$ cat src/rtl/mult_pkg.sv
// Shared encodings and width helpers for the sequential shift-and-add multiplier.
package mult_pkg;

  typedef enum logic [1:0] {
    ST_IDLE = 2'd0,
    ST_RUN  = 2'd1,
    ST_DONE = 2'd2
  } state_e;

  localparam int DEF_WIDTH = 8;

  function automatic int prod_w(input int w);
    return 2 * w;
  endfunction

endpackage

$ cat src/rtl/mult_seq_ctrl_if.sv
// Start/done/ack handshake plus operand and product buses between host and multiplier.
interface mult_seq_ctrl_if #(
  parameter int WIDTH = 8
);
  logic               start_i;
  logic [WIDTH-1:0]   a_i;
  logic [WIDTH-1:0]   b_i;
  logic               ack_i;
  logic               busy_o;
  logic               done_o;
  logic [2*WIDTH-1:0] product_o;

  modport master (
    output start_i, a_i, b_i, ack_i,
    input  busy_o, done_o, product_o
  );

  modport slave (
    input  start_i, a_i, b_i, ack_i,
    output busy_o, done_o, product_o
  );
endinterface

$ cat src/rtl/mult_reg_en.sv
// Parameterised register with load enable and synchronous active-low clear.
module mult_reg_en #(
  parameter int W = 8
) (
  input  logic         clk,
  input  logic         reset_n,
  input  logic         en_i,
  input  logic [W-1:0] d_i,
  output logic [W-1:0] q_o
);

  always_ff @(posedge clk) begin
    if (!reset_n)  q_o <= '0;
    else if (en_i) q_o <= d_i;
  end

endmodule

$ cat src/rtl/mult_seq_fsm.sv
// IDLE/RUN/DONE sequencer: owns state and iteration count, emits load/iterate enables.
module mult_seq_fsm
  import mult_pkg::*;
#(
  parameter int WIDTH = 8
) (
  input  logic clk,
  input  logic reset_n,
  input  logic start_i,
  input  logic ack_i,
  output logic load_o,
  output logic iter_o,
  output logic busy_o,
  output logic done_o
);

  localparam int CNT_W = $clog2(WIDTH) + 1;

  state_e           state_q, state_d;
  logic [CNT_W-1:0] cnt_q, cnt_d;

  always_ff @(posedge clk) begin
    if (!reset_n) begin
      state_q <= ST_IDLE;
      cnt_q   <= '0;
    end else begin
      state_q <= state_d;
      cnt_q   <= cnt_d;
    end
  end

  // Fixed WIDTH iterations; no early exit on a zero multiplier.
  always_comb begin
    state_d = state_q;
    cnt_d   = cnt_q;
    load_o  = 1'b0;
    iter_o  = 1'b0;
    unique case (state_q)
      ST_IDLE: begin
        if (start_i) begin
          load_o  = 1'b1;
          cnt_d   = '0;
          state_d = ST_RUN;
        end
      end
      ST_RUN: begin
        iter_o = 1'b1;
        cnt_d  = cnt_q + 1'b1;
        if (cnt_q == CNT_W'(WIDTH - 1)) state_d = ST_DONE;
      end
      ST_DONE: begin
        if (ack_i) state_d = ST_IDLE;
      end
      default: state_d = ST_IDLE;
    endcase
  end

  // Decoded straight from the state register: no input-to-output path.
  assign busy_o = (state_q == ST_RUN) || (state_q == ST_DONE);
  assign done_o = (state_q == ST_DONE);

endmodule

$ cat src/rtl/mult_seq_ctrl.sv
// Unsigned shift-and-add multiplier: sequencer plus multiplicand/multiplier/accumulator datapath.
module mult_seq_ctrl
  import mult_pkg::*;
#(
  parameter int WIDTH = DEF_WIDTH
) (
  input  logic           clk,
  input  logic           reset_n,
  mult_seq_ctrl_if.slave bus
);

  localparam int PW = prod_w(WIDTH);

  logic          load, iter, en;
  logic [PW-1:0] mcand_q, mcand_d;
  logic [WIDTH-1:0] mplier_q, mplier_d;
  logic [PW-1:0] acc_q, acc_d;

  mult_seq_fsm #(.WIDTH(WIDTH)) u_fsm (
    .clk     (clk),
    .reset_n (reset_n),
    .start_i (bus.start_i),
    .ack_i   (bus.ack_i),
    .load_o  (load),
    .iter_o  (iter),
    .busy_o  (bus.busy_o),
    .done_o  (bus.done_o)
  );

  assign en = load | iter;

  always_comb begin
    mcand_d  = mcand_q << 1;
    mplier_d = mplier_q >> 1;
    acc_d    = mplier_q[0] ? (acc_q + mcand_q) : acc_q;
    if (load) begin
      mcand_d  = {{(PW-WIDTH){1'b0}}, bus.a_i};
      mplier_d = bus.b_i;
      acc_d    = '0;
    end
  end

  mult_reg_en #(.W(PW))    u_mcand  (.clk(clk), .reset_n(reset_n), .en_i(en), .d_i(mcand_d),  .q_o(mcand_q));
  mult_reg_en #(.W(WIDTH)) u_mplier (.clk(clk), .reset_n(reset_n), .en_i(en), .d_i(mplier_d), .q_o(mplier_q));
  mult_reg_en #(.W(PW))    u_acc    (.clk(clk), .reset_n(reset_n), .en_i(en), .d_i(acc_d),    .q_o(acc_q));

  assign bus.product_o = acc_q;

endmodule

$ cat src/flat_wrapper.sv
// flat-port wrapper written by rule: the top's interface ports become plain ports
module mult_seq_ctrl_flat import mult_pkg::*;
#(
  parameter int WIDTH = DEF_WIDTH
)
  (clk, reset_n, bus_start_i, bus_a_i, bus_b_i, bus_ack_i, bus_busy_o, bus_done_o, bus_product_o);
  mult_seq_ctrl_if #(.WIDTH(WIDTH)) bus_i ();
  input  logic clk;
  input  logic reset_n;
  input wire logic [$bits(bus_i.start_i)-1:0] bus_start_i;
  input wire logic [$bits(bus_i.a_i)-1:0] bus_a_i;
  input wire logic [$bits(bus_i.b_i)-1:0] bus_b_i;
  input wire logic [$bits(bus_i.ack_i)-1:0] bus_ack_i;
  output wire logic [$bits(bus_i.busy_o)-1:0] bus_busy_o;
  output wire logic [$bits(bus_i.done_o)-1:0] bus_done_o;
  output wire logic [$bits(bus_i.product_o)-1:0] bus_product_o;
  assign bus_i.start_i = bus_start_i;
  assign bus_i.a_i = bus_a_i;
  assign bus_i.b_i = bus_b_i;
  assign bus_i.ack_i = bus_ack_i;
  assign bus_busy_o = bus_i.busy_o;
  assign bus_done_o = bus_i.done_o;
  assign bus_product_o = bus_i.product_o;
  mult_seq_ctrl #(.WIDTH(WIDTH)) u_core (.clk(clk), .reset_n(reset_n), .bus(bus_i));
endmodule
$ cat config.mk
export PLATFORM = sky130hd
export DESIGN_NAME = mult_seq_ctrl_flat
export DESIGN_NICKNAME = d
export VERILOG_FILES = /design/src/rtl/mult_pkg.sv /design/src/rtl/mult_seq_ctrl_if.sv /design/src/rtl/mult_reg_en.sv /design/src/rtl/mult_seq_fsm.sv /design/src/rtl/mult_seq_ctrl.sv /design/src/flat_wrapper.sv
export SDC_FILE = /design/constraint.sdc
export NUM_CORES = 1
export LEC_CHECK = 0
export ABC_AREA = 1
export CAP_MARGIN = 20
export CORE_MARGIN = 2
export CORE_UTILIZATION = 35
export CTS_BUF_LIST = sky130_fd_sc_hd__clkbuf_8
export DETAILED_ROUTE_END_ITERATION = 10
export REMOVE_ABC_BUFFERS = 1
export SLEW_MARGIN = 20
export SYNTH_ARGS = -nofsm -noshare
export SYNTH_HDL_FRONTEND = slang
export SYNTH_SLANG_ARGS = --single-unit
export TNS_END_PERCENT = 10
$ cat constraint.sdc
create_clock -name clk -period 2.2 [get_ports clk]
set_input_delay 0.44 -clock clk [delete_from_list [all_inputs] [get_ports clk]]
set_output_delay 0.44 -clock clk [all_outputs]
set_load 0.01 [all_outputs]
==> metrics.md, run 1 <==
| Metric | Value |
|---|---|
| Total area of multi-input combinational cells | 1610 um^2 |
| Root Driver | sky130_fd_sc_hd__clkbuf_8 |
| Maximum number of pins on one net before global-route repair | 25 |
| Max Fanout on Critical Path | 3 |
| Synth Register Bits | 46 |
| Number of warnings issued by yosys | 0 |
| Startpoint class of the critical path | flip-flop |
| DRT met1 WL | 3130 um |
| Endpoint arrival time on the critical path | 1.55 ns |
| Number of global-route vias before repair | 2372 |
| Setup skew after layout | 0.0114 ns |
| Average via count per standard cell | 4.72 |
| RD Place Congestion | 0.772 |
| Height of the die | 93.0 um |
| P per Cell Area | 696 nW/um^2 |
| DRC violations left | 0 |
| Post-CTS Repair Setup Buffers | 0 |
| Total standard cell area after synthesis | 2770 um^2 |
| Pre-antenna DRT Iters | 4 |
| Register area | 921 um^2 |
| Unrepaired setup endpoints after global routing | no |
| Total routing resource utilization after global routing | 15.5% |
| Relative contribution of combinational cells to total power | 26.1% |
| Clock tree from TritonCTS | built |
| Upper clock frequency limit | 503 MHz |
| Clock Sink Count | 46 |
| Worst-case clock buffer depth | 2 |
| Buf/Inv on CP | 2 |
| Net switching power | 763 uW |
| Post-Route WL | 6330 um |
| Iter 0 DRT Violations | 138 |
| Starting Density | 36.1% |
| Detailed Place HPWL | 4670 um |
| Area enclosed by the die boundary | 8650 um^2 |
| Initial antenna violation count | 0 |
| Critical-path top delay cell | sky130_fd_sc_hd__clkdlybuf4s50_1 |
| Total of cells resized after clock tree synthesis | 0 |
| Kind of critical path | flip-flop to output pin |
| Post-synth cell types | 38 |
| Min Hold Slack | 0.467 ns |
| Classification of the worst-slack hold path | flip-flop to flip-flop |
| Ratio of cells with drive above 1 in the final layout | 8.74% |
| Leakage power figure | 0.00146 uW |
| Transition time at the pin with the least slew margin | 0.345 ns |
| Switch share | 32.5% |
| Die X | 93.0 um |
| Clk network pwr share | 32.7% |
| Number of buffer cells added on primary ports | 37 |
| Number of maximum-capacitance violations | 0 |
| Wire length of the first global-routing pass | 10800 um |
| Placement row count | 32 |
| Crit-path cells | inv_1, ha_1, clkdlybuf4s50_1 |
| Cell Int Power | 1590 uW |
| Clock slew at the register clock pins of the worst setup and hold paths | 0.10 ns |
| Fraction of the cycle the final worst path needs | 90.4% |
| Number of enable flip-flop cells after synthesis | 0 |
| Final setup TNS | 0 ns |
| Pins over their slew limit | 0 |
| Avg WL per Cell | 11.6 um |
| Fraction of synthesis flops using an asynchronous set or reset pin | 0% |
| TritonCTS buffer count | 5 |
| Vias | 2588 |
| Mapped Cells | 408 |
| Routed length on met2 | 2930 um |
| # fillers | 799 |
| Setup-violating endpoint count in the final report | 0 |
| Endpoint kind of the worst setup timing path | output pin |
| Mapped Avg Cell Area | 6.79 um^2 |
| VDD IR-drop max | 0.467 mV |
| Ys flop type | sky130_fd_sc_hd__dfxtp_1 |
| Delay of the slowest cell on the worst path | 0.52 ns |
| I/O pin count | 38 |
| Uppermost layer routed | met4 |
| H-tree depth | 2 |
| Data required time of the worst path | 1.76 ns |
| GR Overflow Total | 0 |
| Synthesis-to-layout area growth | 21.9% |
| Final hold viol count | 0 |
| Seq pwr share | 41.2% |
| Standard cell core area | 7690 um^2 |
| Headroom to the max-slew limit | 76.9% |
| Antenna fix cells | 0 |
| Cell class contributing the biggest share of worst-path delay | buffers and inverters |
| Later-pin clock latency in the skew report | 0.30 ns |
| Post-synthesis sequential area ratio | 33.2% |
| Period minus WS final | 1.99 ns |
| Sum of met3 wire segment lengths after detailed routing | 230 um |
| Total Nets Final | 485 |
| DRT antenna net count | 0 |
| Outcome | completed |
| Hold-fix buffers at CTS | 0 |
-- power by group through the flow --
stage / sequential (uW) / combinational [uW] / clock [uW]
floorplan: 970 / 418 / 0
global placement: 985 / 614 / 0
detailed placement: 988 / 616 / 0
CTS: 968 / 620 / 788
global route: 979 / 696 / 824
finish: 969 / 614 / 767
-- worst min-delay path: cells and delay by family, from the launching register on --
kind / cells / cell delay (ns)
simple gates: 1 / 0.06
compound gates: 1 / 0.05
flops: 1 / 0.32
-- registers in the layout, summed over array words and instances (netlist names) --
name / flops
u_core.u_mplier.q_o: 8
u_core.u_fsm.cnt_q: 4
u_core.u_fsm.state_q: 2
u_core.u_acc.q_o: 16
u_core.u_mcand.q_o: 16
-- layout by cell type, fill, tap and decap left out, drive strengths merged --
| master | instances |
|---|---|
| a211oi | 1 |
| a21o | 2 |
| a21oi | 56 |
| a31oi | 6 |
| and2 | 2 |
| and3 | 2 |
| buf | 4 |
| bufinv | 2 |
| clkbuf | 5 |
| clkdlybuf4s50 | 37 |
| clkinv | 2 |
| dfxtp | 46 |
| fa | 1 |
| ha | 19 |
| inv | 47 |
| nand2 | 140 |
| nand3 | 29 |
| nand3b | 3 |
| nand4 | 2 |
| nor2 | 13 |
| nor3 | 6 |
| o21ai | 14 |
| o31ai | 1 |
| or2 | 5 |
| xor2 | 1 |
-- per-layer routing --
| metal | GRT usage, % | vias to the layer above |
|---|---|---|
| li1 | - | 1402 |
| met1 | 20.1 | 1145 |
| met2 | 26.0 | 39 |
| met3 | 3.14 | 2 |
| met4 | 4.53 | 0 |
| met5 | 0 | - |
-- path summary, 6_finish.rpt --
path	start	end	slack [ns]	depth (start not counted)
hold reg to reg	u_core.u_mplier.q_o[7]	u_core.u_mplier.q_o[7]	0.47	2
setup / recovery	u_core.u_fsm.state_q[0]	bus_busy_o	0.21	3
setup reg to reg	u_core.u_acc.q_o[0]	u_core.u_acc.q_o[14]	0.45	11
hold / removal	u_core.u_mplier.q_o[7]	u_core.u_mplier.q_o[7]	0.47	2
-- kinds of logic after synthesis --
kind of cell / count (synthesis) / share of synthesized area, %
AO/OA/AOI/OAI: 80 / 15.5
flip-flops: 46 / 33.2
XOR/XNOR: 1 / 0.316
adder cells (fa/ha/maj): 20 / 9.30
buffers and inverters: 59 / 8.76
AND/OR/NAND/NOR: 202 / 32.9
-- final cells by class --
type | count | area share [%]
clock buffer | 5 | 2.04
clock inverter | 3 | 2.04
inverter | 48 | 5.41
multi-input combinational | 303 | 47.6
sequential | 46 | 27.3
tap | 102 | 3.78
timing repair buffer | 41 | 11.9
-- synth_stat cells (all sizes together) (2+ instances only) --
| cell type | instances | area [um^2] |
|---|---|---|
| nor3 | 6 | 45.0 |
| buf | 7 | 45.0 |
| ha | 19 | 238 |
| and2 | 2 | 15.0 |
| nand2 | 140 | 541 |
| a21oi | 56 | 292 |
| and3 | 2 | 12.5 |
| a31oi | 6 | 37.5 |
| inv | 47 | 179 |
| nand3 | 29 | 165 |
| a21o | 2 | 15.0 |
| clkbuf | 4 | 15.0 |
| nand4 | 2 | 12.5 |
| o21ai | 14 | 70.1 |
| or2 | 5 | 31.3 |
| nand3b | 3 | 22.5 |
| dfxtp | 46 | 921 |
| nor2 | 13 | 67.6 |
-- per-stage QoR --
step / setup slack, ns / cells / power, uW / area (um^2) / util, %
floorplan: 0.225 / 397 / 1390 / 2710 / -
global placement: 0.313 / 540 / 1600 / 3240 / 42.1
detailed placement: 0.254 / 540 / 1600 / 3240 / 42.1
CTS: 0.199 / 548 / 2380 / 3380 / 43.9
global route: 0.121 / 548 / 2500 / 3380 / 43.9
finish: 0.211 / 548 / 2350 / 3380 / 43.9
No activity file was read; power rests on OpenSTA's default activity.
==> inputs of run 2 (changes only) <==
- ABC_AREA: 1 -> not set
- CORE_UTILIZATION: 35 -> 25
==> run 2 against run 1 <==
  * Global-route usage fell by 4.4 points
  * Cell count shrank 10%
  * Die area grew 34%
  * Maximum frequency is 3.6% lower
  * Setup slack worse by 0.075 ns
  * Register-to-register slack worse by 0.31 ns
  * Sequential cell count stayed put
==> metrics.md, run 2 <==
| Metric | Value |
|---|---|
| Final hold viol count | 0 (unchanged) |
| GRT met2 Usage | 18.1% (-7.9 points) |
| Library cell with the largest summed area after synthesis | sky130_fd_sc_hd__dfxtp_1 |
| Total routing resource utilization after global routing | 11.1% (-4.4 points) |
| Standard cell core area | 10400 um^2 (+35%) |
| Critical Path End | u_core.u_acc.q_o[14] |
| Total standard cell area after synthesis | 2690 um^2 (-3.0%) |
| Startpoint of the worst setup timing path | u_core.u_acc.q_o[0] |
| DRC violations left | 0 (unchanged) |
| Detailed Place HPWL | 4780 um (+2.3%) |
| Number of cells on the worst hold path | 2 (unchanged) |
| Transition time at the pin with the least slew margin | 0.309 ns (-0.0355 ns) |
| Number of maximum-capacitance violations | 0 (unchanged) |
| Ys flop type | sky130_fd_sc_hd__dfxtp_1 |
| Starting Density | 25.9% (-10 points) |
| Fraction of synthesized cell area taken by the top area cell type | 34.3% (+1.0 points) |
| Unrepaired setup endpoints after global routing | no |
| H-tree depth | 2 (unchanged) |
| Setup-violating endpoint count in the final report | 0 (unchanged) |
| Cell class contributing the biggest share of worst-path delay | compound AO/OA/AOI/OAI gates |
| Cells taking the most area after synthesis | sky130_fd_sc_hd__dfxtp_1, sky130_fd_sc_hd__mux2i_1, sky130_fd_sc_hd__ha_1 |
| Post-Route WL | 6280 um (-0.87%) |
| Number of buffer cells added on primary ports | 37 (unchanged) |
| Fraction of synthesis flops using an asynchronous set or reset pin | 0% (unchanged) |
| Mapped Avg Cell Area | 8.56 um^2 (+26%) |
| Headroom to the max-slew limit | 79.1% (+2.3 points) |
| Height of the die | 108 um (+16%) |
| Vias | 2376 (-8.2%) |
| Final setup TNS | 0 ns (unchanged) |
| Leading cell type in the layout, fill and taps excluded | sky130_fd_sc_hd__dfxtp_1 |
| Crit-path cells | ha_1, fa_2, a21oi_2, o211ai_2, a31oi_4, o211ai_1, mux2_1, nand2_1 |
| Worst-case clock buffer depth | 2 (unchanged) |
| Pins over their slew limit | 0 (unchanged) |
| Ratio of cells with drive above 1 in the final layout | 10.4% (+1.6 points) |
| Number of enable flip-flop cells after synthesis | 0 (unchanged) |
| Post-synthesis sequential area ratio | 34.3% (+1.0 points) |
| Outcome | completed |
| GR met1 Demand/Resource | 14.6% (-5.4 points) |
| Synthesis-to-layout area growth | 24.9% |
| Busiest metal layer after global routing | met2 |
| Source of the worst hold timing path | u_core.u_acc.q_o[0] |
| Iter 0 DRT Violations | 59 (-57%) |
| Delay of the slowest cell on the worst path | 0.37 ns (-0.15 ns) |
| Number of global-route vias before repair | 2246 (-5.3%) |
| VDD IR-drop max | 0.278 mV (-40%) |
| RD Place Congestion | 0.864 (+12%) |
| Post-synth cell types | 52 (+37%) |
| Maximum number of pins on one net before global-route repair | 31 (+24%) |
| Average via count per standard cell | 4.83 (+2.3%) |
| Leakage power figure | 0.00124 uW (-15%) |
| Most frequent cell after synthesis | sky130_fd_sc_hd__dfxtp_1 |
| Pre-antenna DRT Iters | 4 (unchanged) |
| P per Cell Area | 583 nW/um^2 (-16%) |
| Mapped Cells | 314 (-23%) |
| Clock slew at the register clock pins of the worst setup and hold paths | 0.09 ns (about the same) |
| Max Fanout on Critical Path | 3 (unchanged) |
| Fraction of the cycle the final worst path needs | 93.8% (+3.4 points) |
| Slack of the worst reg-to-reg path | 0.14 ns (-0.31 ns) |
| Upper clock frequency limit | 484 MHz (-3.6%) |
| Most frequent cells after synthesis | sky130_fd_sc_hd__dfxtp_1, sky130_fd_sc_hd__nor2_1, sky130_fd_sc_hd__a21oi_1, sky130_fd_sc_hd__nand2_1, sky130_fd_sc_hd__mux2i_1 |
| Area enclosed by the die boundary | 11600 um^2 (+34%) |
| Total Nets Final | 395 (-19%) |
| Min Hold Slack | 0.482 ns (+0.0149 ns) |
| Placement row count | 37 (+16%) |
| Setup skew after layout | 0.00438 ns (-0.00703 ns) |
| Initial antenna violation count | 0 (unchanged) |
| Later-pin clock latency in the skew report | 0.31 ns (about the same) |
| Clock Sink Count | 46 (unchanged) |
| Synth Register Bits | 46 (unchanged) |
| I/O pin count | 38 (unchanged) |
| Number of cells traversed by the worst register-to-register path | 8 (-3) |
| Global Route met3 Usage | 2.48% (-0.66 points) |
| Wire length of the first global-routing pass | 10400 um (-3.4%) |
| Endpoint arrival time on the critical path | 2.32 ns (+0.77 ns) |
| TritonCTS buffer count | 5 (unchanged) |
| Critical-path top delay cell | sky130_fd_sc_hd__fa_2 |
| Most used cells in the layout excluding fill and tap cells | sky130_fd_sc_hd__dfxtp_1, sky130_fd_sc_hd__clkdlybuf4s50_1, sky130_fd_sc_hd__nor2_1 |
| Antenna fix cells | 0 (unchanged) |
| Endpoint kind of the worst setup timing path | flip-flop |
| Number of warnings issued by yosys | 0 (unchanged) |
| Root Driver | sky130_fd_sc_hd__clkbuf_8 |
| FF-to-FF Start | u_core.u_acc.q_o[0] |
| Die X | 108 um (+16%) |
| Buf/Inv on CP | 0 (-2) |
| Registers with the most flip-flops | u_core.u_acc.q_o: 16 flops, u_core.u_mcand.q_o: 16 flops, u_core.u_mplier.q_o: 8 flops |
| Final cell utilization of the core | 32.4% (-12 points) |
| DRT antenna net count | 0 (unchanged) |
| Kind of critical path | flip-flop to flip-flop |
| # fillers | 1133 (+42%) |
| Clock tree from TritonCTS | built |
| Startpoint class of the critical path | flip-flop |
| Avg WL per Cell | 12.8 um (+10%) |
| Period minus WS final | 2.06 ns (+0.0749 ns) |
| Terminus of the critical flop-to-flop path | u_core.u_acc.q_o[14] |
| GR Overflow Total | 0 (unchanged) |
| Data required time of the worst path | 2.46 ns (+0.70 ns) |
| Classification of the worst-slack hold path | flip-flop to flip-flop |
| Critical Path Stages | 8 (+5) |
-- run 2: worst min path at each step --
| stage | to |
|---|---|
| after floorplan | u_core.u_mplier.q_o[7] |
| after global placement | u_core.u_acc.q_o[0] |
| after detailed placement | u_core.u_acc.q_o[0] |
| after CTS | u_core.u_acc.q_o[0] |
| after global routing | u_core.u_acc.q_o[5] |
| final | u_core.u_acc.q_o[0] |
-- run 2: metrics by stage --
| step | instances | total power (uW) | instance area [um^2] | setup slack (ns) |
|---|---|---|---|---|
| after floorplan | 298 | 1260 | 2620 | -0.538 |
| after global placement | 482 | 1420 | 3240 | 0.112 |
| after detailed placement | 482 | 1430 | 3240 | 0.0897 |
| after CTS | 490 | 1980 | 3340 | 0.0662 |
| after global routing | 492 | 2070 | 3360 | 0.0488 |
| final | 492 | 1950 | 3360 | 0.136 |
-- run 2: cells by family (layout without fill, tap and decap cells) --
| group | count (synthesis) | in the layout | share of synthesized area, % |
|---|---|---|---|
| AND/OR/NAND/NOR | 94 | 94 | 15.9 |
| AO/OA/AOI/OAI | 92 | 92 | 23.6 |
| flip-flops | 46 | 46 | 34.3 |
| buffers and inverters | 27 | 69 | 4.00 |
| multiplexers | 26 | 26 | 9.78 |
| adder cells (fa/ha/maj) | 20 | 20 | 9.59 |
| XOR/XNOR | 9 | 9 | 2.93 |
-- run 2: tightest hold or removal path, delay by kind of cell (launching register included) --
kind	cells	cell delay (ns)
DFF	1	0.33
AOI/OAI and AO/OA	1	0.05
and+or+nand+nor	1	0.06
-- run 2: area by class of cell --
cell class	instances	area (um^2)	area share (%)
clock buffer	5	68.8	2.05
clock inverter	3	25.0	0.746
inverter	11	41.3	1.23
multi-input combinational	241	1660	49.5
sequential	46	921	27.4
tap	136	170	5.07
timing repair buffer	50	468	13.9
-- run 2: metal layers --
metal	routed length, um	vias to the layer above
li1	-	1227
met1	3160	1095
met2	2790	44
met3	245	10
met4	82	0
met5	0	-
-- run 2: repair_timing --
item,CTS,global route
hold buffers,0,0
gates resized for setup,0,1
buffers inserted,0,2
setup endpoints to repair,0,3
-- run 2: power by group --
part	switching, uW	internal (uW)	leakage [uW]
Clock	316	230	0.0000447
Sequential	43.0	888	0.000375
Combinational	266	213	0.000817
